==> config.mk <==
export PLATFORM = sky130hd
export DESIGN_NAME = branch_resolve_unit
export DESIGN_NICKNAME = d
export VERILOG_FILES = /design/src/rtl/branch_resolve_unit.sv
export SDC_FILE = /design/constraint.sdc
export NUM_CORES = 1
export LEC_CHECK = 0
export CAP_MARGIN = 15
export CORE_UTILIZATION = 48
export DETAILED_ROUTE_END_ITERATION = 10
export PLACE_DENSITY = 0.89
export REMOVE_ABC_BUFFERS = 1
export SKIP_LAST_GASP = 1
export SYNTH_ARGS = -nofsm -noshare
export SYNTH_HDL_FRONTEND = slang
export SYNTH_SLANG_ARGS = --single-unit
==> constraint.sdc <==
create_clock -name clk -period 2.5 [get_ports clk]
set_input_delay 0.5 -clock clk [delete_from_list [all_inputs] [get_ports clk]]
set_output_delay 0.5 -clock clk [all_outputs]
set_load 0.02 [all_outputs]
==> src/rtl/branch_resolve_unit.sv <==
// ----------------------------------------------------------------------------
// branch_resolve_unit
//
// Purpose
//   Branch resolution for the pipelined CPU. It holds the N/Z/V flag flops and
//   evaluates the 3-bit condition of the branch in EX. It also computes the
//   PC-relative target. After a taken branch it runs 0..3 architectural delay
//   slots, then pulses redirect/flush for one cycle to reload the PC and
//   squash IF/ID. Saturating branch statistics are kept for debug readout.
//
// Parameters
//   ADDR_W       PC / target width
//   OFF_W        signed word-offset width (must be smaller than ADDR_W)
//   DELAY_SLOTS  delay slots executed after a taken branch, 0..3
//   CNT_W        statistics counter width
//
// Ports
//   clk, rst_n              clock, asynchronous active-low reset
//   stall                   freezes all state; masks redirect/flush
//   flag_we, n_in/z_in/v_in flag update from the ALU
//   br_valid, br_cond       branch in EX and its condition code
//   br_offset, pc_ex        signed offset and PC+1 of the branch
//   n_ff/z_ff/v_ff          registered flags
//   redirect, redirect_pc   one-cycle PC reload request and its target
//   flush                   squash IF/ID, coincident with redirect
//   err_nested              sticky: branch seen inside a delay slot
//   br_cnt, taken_cnt       saturating evaluated / taken counts
//
// Configuration
//   FLAG_BYPASS_EN: when defined, a branch in the same cycle as flag_we
//   evaluates its condition on n_in/z_in/v_in instead of the flag flops.
// ----------------------------------------------------------------------------
module branch_resolve_unit #(
    parameter int ADDR_W      = 16,
    parameter int OFF_W       = 9,
    parameter int DELAY_SLOTS = 1,
    parameter int CNT_W       = 16
) (
    input  logic              clk,
    input  logic              rst_n,
    input  logic              stall,
    input  logic              flag_we,
    input  logic              n_in,
    input  logic              z_in,
    input  logic              v_in,
    input  logic              br_valid,
    input  logic [2:0]        br_cond,
    input  logic [OFF_W-1:0]  br_offset,
    input  logic [ADDR_W-1:0] pc_ex,
    output logic              n_ff,
    output logic              z_ff,
    output logic              v_ff,
    output logic              redirect,
    output logic [ADDR_W-1:0] redirect_pc,
    output logic              flush,
    output logic              err_nested,
    output logic [CNT_W-1:0]  br_cnt,
    output logic [CNT_W-1:0]  taken_cnt
);

    typedef enum logic [1:0] {
        S_IDLE  = 2'd0,
        S_SLOT  = 2'd1,
        S_REDIR = 2'd2
    } state_t;

    localparam logic [1:0] LP_SLOTS = 2'(DELAY_SLOTS);

    state_t              r_state;
    logic [1:0]          r_slot_cnt;
    logic                r_n, r_z, r_v;
    logic [ADDR_W-1:0]   r_target;
    logic                r_redirect;
    logic                r_err;
    logic [CNT_W-1:0]    r_br_cnt;
    logic [CNT_W-1:0]    r_taken_cnt;

    logic                w_n, w_z, w_v;
    logic                w_taken;
    logic [ADDR_W-1:0]   w_off_ext;
    logic [ADDR_W-1:0]   w_target;

    function automatic logic cond_eval(input logic [2:0] c, input logic n,
                                       input logic z, input logic v);
        logic r;
        case (c)
            3'b000:  r = ~z;
            3'b001:  r = z;
            3'b010:  r = ~z & ~n;
            3'b011:  r = n;
            3'b100:  r = z | ~n;
            3'b101:  r = n | z;
            3'b110:  r = v;
            default: r = 1'b1;
        endcase
        return r;
    endfunction

    function automatic logic [CNT_W-1:0] sat_inc(input logic [CNT_W-1:0] c);
        return (c == '1) ? c : c + CNT_W'(1);
    endfunction

`ifdef FLAG_BYPASS_EN
    // Forward the flags of the instruction directly ahead of the branch.
    logic w_fwd;
    assign w_fwd = flag_we & br_valid;
    assign w_n   = w_fwd ? n_in : r_n;
    assign w_z   = w_fwd ? z_in : r_z;
    assign w_v   = w_fwd ? v_in : r_v;
`else
    assign w_n = r_n;
    assign w_z = r_z;
    assign w_v = r_v;
`endif

    assign w_taken   = cond_eval(br_cond, w_n, w_z, w_v);
    // Sign-extend the word offset; the add wraps modulo 2^ADDR_W.
    assign w_off_ext = {{(ADDR_W-OFF_W){br_offset[OFF_W-1]}}, br_offset};
    assign w_target  = pc_ex + w_off_ext;

    always_ff @(posedge clk or negedge rst_n) begin
        if (!rst_n) begin
            r_n <= 1'b0;
            r_z <= 1'b0;
            r_v <= 1'b0;
        end else if (!stall && flag_we) begin
            r_n <= n_in;
            r_z <= z_in;
            r_v <= v_in;
        end
    end

    always_ff @(posedge clk or negedge rst_n) begin
        if (!rst_n) begin
            r_state     <= S_IDLE;
            r_slot_cnt  <= 2'd0;
            r_target    <= '0;
            r_redirect  <= 1'b0;
            r_err       <= 1'b0;
            r_br_cnt    <= '0;
            r_taken_cnt <= '0;
        end else if (!stall) begin
            case (r_state)
                S_IDLE: begin
                    if (br_valid) begin
                        r_br_cnt <= sat_inc(r_br_cnt);
                        if (w_taken) begin
                            r_taken_cnt <= sat_inc(r_taken_cnt);
                            r_target    <= w_target;
                            if (DELAY_SLOTS == 0) begin
                                r_state    <= S_REDIR;
                                r_redirect <= 1'b1;
                            end else begin
                                r_slot_cnt <= LP_SLOTS;
                                r_state    <= S_SLOT;
                            end
                        end
                    end
                end
                S_SLOT: begin
                    // A branch inside a delay slot is illegal: flag it, never count it.
                    if (br_valid) begin
                        r_err <= 1'b1;
                    end
                    r_slot_cnt <= r_slot_cnt - 2'd1;
                    if (r_slot_cnt == 2'd1) begin
                        r_state    <= S_REDIR;
                        r_redirect <= 1'b1;
                    end
                end
                S_REDIR: begin
                    // br_valid here is a wrong-path instruction and is dropped.
                    r_state    <= S_IDLE;
                    r_redirect <= 1'b0;
                end
                default: begin
                    r_state    <= S_IDLE;
                    r_redirect <= 1'b0;
                end
            endcase
        end
    end

    // A stalled REDIR cycle holds r_redirect, so the pulse reappears on the
    // first non-stalled cycle and lasts exactly one such cycle.
    assign redirect    = r_redirect & ~stall;
    assign flush       = r_redirect & ~stall;
    assign redirect_pc = r_target;
    assign n_ff        = r_n;
    assign z_ff        = r_z;
    assign v_ff        = r_v;
    assign err_nested  = r_err;
    assign br_cnt      = r_br_cnt;
    assign taken_cnt   = r_taken_cnt;

endmodule
# Word-level counts from Yosys, hierarchy flattened

Index checks and enable logic that the tools add are counted.

Register bits: 57
Bits of input ports: 36
Output and inout bits: 54
Logic and storage cells: 57

$add $sub $neg: 4
Equal/unequal tests: 13
Mux-type cells: 8
Bitwise operators: 10
Reductions and logical operators: 12

Operators by type and width:

| cell                  | number |
|---|---|
| $add 16x1->16 const B | 2 |
| $eq 16x16->1 const B  | 2 |
| $add 16x16->16        | 1 |
| $reduce_and 4->1      | 4 |
| $eq 3x3->1 const B    | 3 |
| $pmux 2 s2            | 2 |
| $pmux 1 s7            | 1 |
| $eq 3x2->1 const B    | 2 |
| $mux 2                | 3 |
| $ne 2x2->1 const B    | 3 |
| $not 1->1             | 6 |
| $reduce_and 3->1      | 2 |
| $reduce_and 5->1      | 1 |
| $eq 2x1->1 const B    | 2 |
| $eq 3x1->1 const B    | 1 |
| $logic_not 3->1       | 1 |
| $and 1x1->1           | 2 |
| $logic_not 2->1       | 1 |
| $or 1x1->1            | 2 |
| $pmux 1 s2            | 1 |
| $reduce_bool 2->1     | 1 |
| $sub 2x1->2 const B   | 1 |
| $logic_and 1x1->1     | 1 |
| $logic_not 1->1       | 1 |
| $mux 1                | 1 |

# Depth between registers and ports, before layout

Gate-level depths: netlist of the first run.

Depth in word-level cells: 6
Gate-level depth with buffers: 7
Depth with buffers taken out: 7

# Worst setup path before layout of the first run

Ideal clock, no wire load.

Kind: input -> register
Start point: input br_offset[0]
End point: register r_target[10], in the netlist redirect_pc[10]
Setup time: 0.082 ns
Arrival time: 2.174 ns
Required time: 2.418 ns
Slack: 0.245 ns
Stages on the path: 7
Buffers on the path: 0
Path through: ha_1 -> fa_1 -> a21oi_1 -> o211ai_1 -> a2111oi_0 -> o21ai_0 -> a31oi_1

Word-level cells in the longest chain between the ends: 1

Ends and longest elaborated chain:

| element              | RTL line | RTL |
|---|---|---|
| start, declared      | 48       | `input logic [OFF_W-1:0] br_offset,` |
| $add 16x16->16       | 119      | `assign w_target = pc_ex + w_off_ext;` |
| end signal, assigned | 149      | `r_target <= w_target;` |
| end, declared        | 72       | `logic [ADDR_W-1:0] r_target;` |

Every way passes these cells.
A chain may end at the register's enable or synchronous reset.

# Worst setup path in the final report of the first run

Start point: input br_valid
End point: register r_taken_cnt[3], in the netlist taken_cnt[3]

Word-level cells in the longest chain between the ends: 1

Ends and longest elaborated chain:

| element                    | RTL line | RTL |
|---|---|---|
| start, declared            | 46       | `input logic br_valid,` |
| $reduce_and 5->1 (no line) | -        |  |
| end signal, assigned       | 148      | `r_taken_cnt <= sat_inc(r_taken_cnt);` |
| end, declared              | 76       | `logic [CNT_W-1:0] r_taken_cnt;` |

Every way passes these cells.

==> results of run 1 <==
==> cell type report <==
class,count,area [um^2],area share [%]
repair buffers,130,1210,25.9
inverters,10,37.5,0.805
flip-flops and latches,57,1430,30.6
clock buffers,13,169,3.62
well taps,77,96.3,2.07
multi-input cells,248,1730,37.0
==> per-stage QoR <==
| step | total power (W) | setup TNS (ns) |
|---|---|---|
| 2_1_floorplan | 0.00214 | -0.129 |
| 3_3_place_gp | 0.00290 | -3.48 |
| 3_5_place_dp | 0.00295 | -4.05 |
| 4_1_cts | 0.00371 | 0 |
| 5_1_grt | 0.00390 | 0 |
| 6_report | 0.00368 | 0 |
==> state kept, by name, summed over array words and instances, names as in the netlist <==
name,flops
z_ff,1
br_cnt,16
taken_cnt,16
r_slot_cnt,2
v_ff,1
n_ff,1
r_state,2
redirect_pc,16
err_nested,1
r_redirect,1
==> power breakdown <==
| group | switching [W] | internal, W |
|---|---|---|
| clock | 0.000322 | 0.000425 |
| combinational | 0.000730 | 0.000778 |
| sequential | 0.000243 | 0.00118 |
| total | 0.00130 | 0.00238 |
==> repair_timing <==
action                     CTS  global route
pin swaps                    0             0
resized for setup            1             2
setup endpoints to repair    1             1
==> cell usage in the layout (no fill, tap or decap), types with 5 or more instances in the layout <==
master and n:
nand3_1 12, xor2_1 24, nand4_1 6, mux2_2 5, o211ai_1 6, nand2_1 32, clkbuf_8 12, a21oi_1 13
dfrtp_1 57, and3_1 8, nor3_1 10, xnor2_1 16, o21ai_0 19, clkdlybuf4s50_1 88, buf_4 40, inv_1 10
a211oi_1 5, o21a_1 5, nor2_1 18, ha_1 18
==> cells by family after synthesis <==
kind of cell	count (synthesis)	share of synthesized area (%)
buffers and inverters	18	2.72
muxes	8	2.68
adders and majority gates	19	7.61
xor gates and xnor gates	40	10.9
DFF	57	44.2
and+or+nand+nor	111	17.6
AOI/OAI and AO/OA	70	14.3
==> worst paths after layout <==
kind,from,depth (start not counted),to,slack [ns]
setup / recovery,br_valid,7,taken_cnt[3],0.12
hold reg to reg,redirect_pc[1],2,redirect_pc[1],0.48
hold / removal,rst_n,1,br_cnt[11],0.19
setup reg to reg,r_state[1],6,taken_cnt[3],0.27
max in group asynchronous,rst_n,2,redirect_pc[14],1.64
min in group clk,redirect_pc[1],2,redirect_pc[1],0.48
==> routing by layer <==
layer	track usage, %	share of wire (%)	vias to the layer above
met5	0	0	-
met4	8.15	1.2	0
met3	4.35	5.2	10
met2	38.0	49	99
met1	30.4	45	1370
li1	-	-	1434
==> flow_summary.json, run 1 <==
{
  "avgRoutedWirePerCell_um": 14.0,
  "drcViolationCount": 10,
  "place.gp.congestion": 0.906,
  "slew_violations": 0,
  "first_pass_iters": 8,
  "netlist_area_um2": 3220,
  "hold_class": "in -> async",
  "worst_slew_pin_slew_ns": 0.626,
  "start_util_pct": 50.2,
  "path_buf_inv": 3,
  "end_kind": "register",
  "min_period_ns": 2.38,
  "final_layout_size_suffix_gt1_share_pct": 14.4,
  "post-cts-setup-buffers": 0,
  "std_cell_rows": 29,
  "ys_warn_count": 0,
  "ys_seq_area_share_pct": 44.2,
  "arrival_ns": 2.62,
  "ys_ff_latch": 57,
  "relSlewSlack_pct": 58.3,
  "track_usage_pct": 23.1,
  "synth_cell_type_count": 50,
  "cpLargestDelayFamily": "simple AND/OR/NAND/NOR gates",
  "power_density_nw_per_um2": 789,
  "clk_pin_slew_ns": 0.06,
  "cpPeakStageDelay_ns": 0.47,
  "grt_pass1_vias": 2813,
  "fin_nets": 511,
  "antenna_cells": 0,
  "placed_cells": 522,
  "grt_max_degree": 30,
  "dieHeight_um": 84.0,
  "path_max_fanout": 12,
  "fp.dieW_um": 84.0,
  "period_share_pct": 95.1,
  "antenna_found_initial": 0,
  "p_leak_nw": 2.12,
  "synth_top_area_cell": "dfrtp_1",
  "clock.fmax_mhz": 420,
  "cp-start-kind": "input pin",
  "nFillCells": 459,
  "final_cells": 535,
  "ir_drop_mv": 0.527,
  "holdBufCountCts": 0,
  "place_area_um2": 4480,
  "dieArea_um2": 7050,
  "fin_worst_skew_ns": 0.00572,
  "final_core_utilization_pct": 72.6,
  "holdWs_ns": 0.193,
  "coreArea_um2": 6420,
  "dp_hpwl_um": 5940,
  "violations": "DRC",
  "path_cells": "clkdlybuf4s50_1 > or4b_1 > or3_1 > buf_12 > buf_4 > nor3b_1 > xor2_1",
  "drt_iter0_drc": 124,
  "crit_type": "in -> reg",
  "final-setup-viol-count": 0,
  "grt_overflow": 0,
  "cts_tree": "done",
  "vias": 2913,
  "async_reset_ff_share_pct": 100,
  "ctsRootBufferMaster": "clkbuf_8",
  "status": "finished with violations",
  "crit_required_ns": 2.75,
  "synth_top_area_share_pct": 44.2,
  "hold_viol": 0,
  "io_buffers": 89,
  "rsz0062_at_grt": "false",
  "grt_pass1_wl_um": 12900,
  "cts_buffers": 9,
  "worst_path_max_delay_cell": "clkdlybuf4s50_1",
  "ios": 90,
  "via_per_inst": 5.44,
  "drv_cap": 0,
  "synth_edf_count": 0,
  "area_delta_synth_final_pct": 44.5,
  "postRouteAntennaNets": 0,
  "avgSynthCellArea_um2": 9.98,
  "fin_ws_ns": 0.122,
  "routed_wl_um": 7510,
  "synthCells": 323,
  "clk_latency_ns": 0.32,
  "synth_ff_type": "dfrtp_1",
  "ys_top_cells_by_area": "dfrtp_1 44%, ha_1 7.0%, xor2_1 6.5%",
  "h-tree-depth": 3,
  "ys_top_cells_by_count": "57 x dfrtp_1, 32 x nand2_1, 24 x xor2_1, 19 x o21ai_0",
  "cts.sinks": 57,
  "design_area_um2": 4660,
  "clk_path_buf_depth": 2,
  "yosysMostFrequentCell": "dfrtp_1",
  "pre_cts_ws_ns": -0.352
}
No activity file was read; power rests on OpenSTA's default activity.
==> inputs of run 2 (changes only) <==
Settings changed: GPL_ROUTABILITY_DRIVEN set to 0, GPL_TIMING_DRIVEN set to 0.
==> run 2 against run 1 <==
  * The run still ends with DRC left
  * Largest power group unchanged
  * Global-route usage fell by 0.47 points
  * Via count down 1.5%
  * Count of clock-buffer cells in the layout did not move
==> flow_summary.json, run 2 (synthesis gave the netlist of run 1 again) <==
{
  "status": "finished with violations",
  "violations": "DRC",
  "cp-start-kind": "input pin",
  "grt_overflow": 0,
  "fin_worst_skew_ns": 0.00753,
  "vias": 2869,
  "grt_max_degree": 41,
  "arrival_ns": 2.67,
  "clk_pin_slew_ns": 0.06,
  "mostFrequentLayoutCells": "86 x clkdlybuf4s50_1, 57 x dfrtp_1, 32 x nand2_1",
  "swShare_pct": 36.4,
  "power_w": 0.00364,
  "p_leak_nw": 1.98,
  "worst_slew_pin_slew_ns": 0.746,
  "drcViolationCount": 10,
  "avgRoutedWirePerCell_um": 15.2,
  "cpLargestDelayFamily": "compound AO/OA/AOI/OAI gates",
  "pwr-share-seq_pct": 38.5,
  "clockPowerShare_pct": 20.9,
  "pwr-share-comb_pct": 40.6,
  "drt_iter0_drc": 165,
  "relSlewSlack_pct": 49.0,
  "path_max_fanout": 12,
  "area_delta_synth_final_pct": 38.3,
  "cts_buffers": 9,
  "track_usage_pct": 22.6,
  "fp.dieW_um": 84.0,
  "slew_violations": 0,
  "crit_required_ns": 2.72,
  "min_period_ns": 2.46,
  "routed_wl_um": 7670,
  "grt_pass1_vias": 2773,
  "fin_nets": 478,
  "p_sw_w": 0.00133,
  "io_buffers": 89,
  "period_share_pct": 98.2,
  "hold_class": "in -> async",
  "clk_path_buf_depth": 2,
  "p_int_w": 0.00232,
  "cts.sinks": 57,
  "rsz0062_at_grt": "false",
  "antenna_found_initial": 0,
  "hold_viol": 0,
  "crit_type": "in -> reg",
  "start_util_pct": 50.2,
  "coreArea_um2": 6420,
  "cpPeakStageDelay_ns": 0.51,
  "cts_tree": "done",
  "final-setup-viol-count": 0,
  "design_area_um2": 4460,
  "final_layout_size_suffix_gt1_share_pct": 9.81,
  "clk_latency_ns": 0.33,
  "worst_path_max_delay_cell": "or3b_2",
  "ir_drop_mv": 0.481,
  "final_common_cell": "clkdlybuf4s50_1",
  "first_pass_iters": 8,
  "dieArea_um2": 7050,
  "antenna_cells": 0,
  "ios": 90,
  "h-tree-depth": 3,
  "place_area_um2": 4190,
  "path_cells": "clkdlybuf4s50_1 > or3b_2 > a311oi_2 > nor3_2 > buf_6 > o2111a_1 > a221o_1",
  "via_per_inst": 5.68,
  "path_buf_inv": 2,
  "end_kind": "register",
  "dieHeight_um": 84.0,
  "drv_cap": 0,
  "postRouteAntennaNets": 0,
  "power_density_nw_per_um2": 818,
  "clock.fmax_mhz": 407,
  "ctsRootBufferMaster": "clkbuf_8",
  "std_cell_rows": 29,
  "dp_hpwl_um": 5440,
  "grt_pass1_wl_um": 12500
}
-- run 2: repair_timing --
item	CTS	global route
buffers inserted	3	2
gates resized for setup	7	6
pin swaps	1	2
endpoints found under the setup margin	28	7
cloned	1	0
hold buffers	0	0
-- run 2: power groups by stage --
stage | sequential, W | combinational, W | clock [W]
finish | 0.00140 | 0.00148 | 0.000763
global route | 0.00144 | 0.00160 | 0.000819
CTS | 0.00140 | 0.00147 | 0.000774
detailed placement | 0.00141 | 0.00143 | 0
global placement | 0.00140 | 0.00137 | 0
floorplan | 0.00164 | 0.000495 | 0
-- run 2: area by class of cell --
| type | instances | area [um^2] |
|---|---|---|
| Inverter | 10 | 37.5 |
| Fill cell | 479 | 1960 |
| Multi-Input combinational cell | 249 | 1760 |
| Sequential cell | 57 | 1430 |
| Timing Repair Buffer | 96 | 960 |
| Clock inverter | 3 | 15.0 |
| Clock buffer | 13 | 159 |
| Tap cell | 77 | 96.3 |
-- run 2: worst paths after layout --
kind / end / slack, ns / cells after the start / start
hold reg to reg: err_nested / 0.48 / 1 / err_nested
hold / removal: br_cnt[15] / 0.09 / 1 / rst_n
max in group asynchronous: br_cnt[9] / 1.85 / 2 / rst_n
setup / recovery: redirect_pc[15] / 0.04 / 7 / br_cond[1]
setup reg to reg: taken_cnt[1] / 0.27 / 4 / r_state[1]
min in group clk: err_nested / 0.48 / 1 / err_nested
-- run 2: stage by stage --
stage                     TNS, ns  util, %  setup slack, ns  hold WS [ns]  instances
after floorplan            -0.129        -          -0.0658         0.204        315
after global placement     -75.43     64.8            -1.16         0.461        481
after detailed placement   -25.70     65.3            -1.09         0.456        483
after CTS                       0     68.8           0.0455         0.104        503
after global routing            0     69.4          0.00103         0.115        505
final                           0     69.4           0.0447        0.0944        505
-- run 2: metal layers --
metal	vias to the layer above	GRT usage (%)	share of wire (%)
li1	1376	-	-
met1	1386	27.4	43
met2	96	38.8	50
met3	11	4.85	5.4
met4	0	9.56	1.4
met5	-	0	0
==> inputs of run 3 (changes only) <==
Settings changed: SETUP_SLACK_MARGIN set to 0.02.
==> run 3 against run 2 <==
  * Power increased by 0.28%
  * Largest cell class unchanged
  * The flow still finishes with violations (DRC)
  * Final cell count increased by 0.20%
  * Final area increased by 0.48%
  * Count of clock-buffer cells in the layout unchanged
  * Worst setup slack improved by 0.037 ns
  * Clock skew increased by 0.00084 ns
  * Largest power group unchanged
  * Routed wire length increased by 0.82%
  * Non-clock buffer count increased by 1
==> flow_summary.json, run 3 (synthesis gave the netlist of run 1 again) <==
{
  "status": "finished with violations",
  "violations": "DRC",
  "period_share_pct": 96.7,
  "clockPowerShare_pct": 20.9,
  "hold_class": "in -> async",
  "antenna_found_initial": 0,
  "io_buffers": 89,
  "cts.sinks": 57,
  "final_common_cell": "clkdlybuf4s50_1",
  "clk_pin_slew_ns": 0.06,
  "nFillCells": 474,
  "path_max_fanout": 18,
  "ios": 90,
  "drcViolationCount": 10,
  "drv_cap": 0,
  "drt_iter0_drc": 142,
  "grt_overflow": 0,
  "routed_wl_um": 7740,
  "hold_viol": 0,
  "mostFrequentLayoutCells": "86 x clkdlybuf4s50_1, 57 x dfrtp_1, 32 x nand2_1",
  "clk_path_buf_depth": 2,
  "grt_pass1_wl_um": 12500,
  "fin_worst_skew_ns": 0.00837,
  "dp_hpwl_um": 5440,
  "dieArea_um2": 7050,
  "holdBufCountCts": 0,
  "fin_ws_ns": 0.0813,
  "start_util_pct": 50.2,
  "relSlewSlack_pct": 48.5,
  "final_layout_size_suffix_gt1_share_pct": 10.3,
  "path_cells": "clkdlybuf4s50_1 > a211oi_1 > a311oi_4 > or3_2 > a221o_1",
  "via_per_inst": 5.67,
  "pwr-share-comb_pct": 40.7,
  "cp-start-kind": "input pin",
  "antenna_cells": 0,
  "clock.fmax_mhz": 413,
  "crit_type": "in -> reg",
  "pwr-share-seq_pct": 38.4,
  "design_area_um2": 4480,
  "cts_buffers": 9,
  "grt_max_degree": 41,
  "vias": 2868,
  "power_density_nw_per_um2": 816,
  "first_pass_iters": 8,
  "std_cell_rows": 29,
  "crit_required_ns": 2.72,
  "area_delta_synth_final_pct": 38.9,
  "fin_nets": 479,
  "end_kind": "register",
  "coreArea_um2": 6420,
  "p_leak_nw": 1.99,
  "cts_tree": "done",
  "cpPeakStageDelay_ns": 0.68,
  "ir_drop_mv": 0.483,
  "dieHeight_um": 84.0,
  "ctsRootBufferMaster": "clkbuf_8",
  "worst_path_max_delay_cell": "or3_2",
  "pre_cts_ws_ns": -1.09,
  "slew_violations": 0,
  "power_w": 0.00366,
  "final-setup-viol-count": 0,
  "p_int_w": 0.00232,
  "p_sw_w": 0.00133,
  "final_core_utilization_pct": 69.7,
  "fp.dieW_um": 84.0,
  "clk_latency_ns": 0.33,
  "postRouteAntennaNets": 0,
  "swShare_pct": 36.4,
  "avgRoutedWirePerCell_um": 15.3,
  "h-tree-depth": 3,
  "place_area_um2": 4190,
  "grt_pass1_vias": 2773,
  "min_period_ns": 2.42,
  "arrival_ns": 2.64,
  "rsz0062_at_grt": "false",
  "worst_slew_pin_slew_ns": 0.753,
  "track_usage_pct": 22.6
}
==> run 3: cell types whose count changed in the layout (fill, tap and decap cells not counted) <==
cell and delta:
o21ai_1 +1, fa_2 +1, a311oi_2 -1, buf_4 +1, fa_1 -1, o21ai_0 -1, a311oi_4 +1
==> run 3: layer usage <==
layer | track usage, % | routed length, um | vias up
met5 | 0 | 0 | -
met4 | 9.56 | 171 | 0
met3 | 4.85 | 388 | 17
met2 | 38.8 | 3820 | 96
met1 | 27.4 | 3360 | 1377
li1 | - | - | 1378
==> run 3: final cells by class <==
type                       count  area [um^2]  area share, %
timing repair buffer          97          967           21.6
clock inverter                 3         15.0          0.335
sequential                    57         1430           31.8
multi-input combinational    249         1780           39.7
tap                           77         96.3           2.15
inverter                      10         37.5          0.838
clock buffer                  13          159           3.55
==> run 3: path summary, 6_finish.rpt <==
check,from,end,slack (ns),cells after the start
worst min register to register,err_nested,err_nested,0.48,1
worst max-delay path,br_cond[1],redirect_pc[15],0.08,5
worst min-delay path,rst_n,br_cnt[15],0.09,1
max in group asynchronous,rst_n,br_cnt[9],1.85,2
min in group clk,err_nested,err_nested,0.48,1
worst max register to register,r_state[1],taken_cnt[1],0.28,4
==> run 3: timing repair <==
action | in CTS | in global routing
pin swaps | 1 | 6
resized for setup | 7 | 9
cloned | 1 | 0
endpoints found under the setup margin | 28 | 8
setup buffers | 3 | 3
==> run 3: critical path: cells and delay by family <==
kind                   cells  cell delay (ns)
AOI/OAI and AO/OA          3             0.97
and+or+nand+nor            1             0.68
buffers and inverters      1             0.49
==> run 3: stage by stage <==
stage	hold WS, ns	cells	TNS [ns]
after CTS	0.104	503	0
final	0.0924	506	0
after global routing	0.115	506	0
after floorplan	0.204	315	-0.129
after global placement	0.461	481	-75.43
after detailed placement	0.456	483	-25.70
==> run 3: power groups by stage <==
stage                     clock (W)  combinational [W]  sequential, W
after global placement            0            0.00137        0.00140
final                      0.000764            0.00149        0.00141
after global routing       0.000819            0.00161        0.00144
after floorplan                   0           0.000495        0.00164
after detailed placement          0            0.00143        0.00141
after CTS                  0.000774            0.00147        0.00140
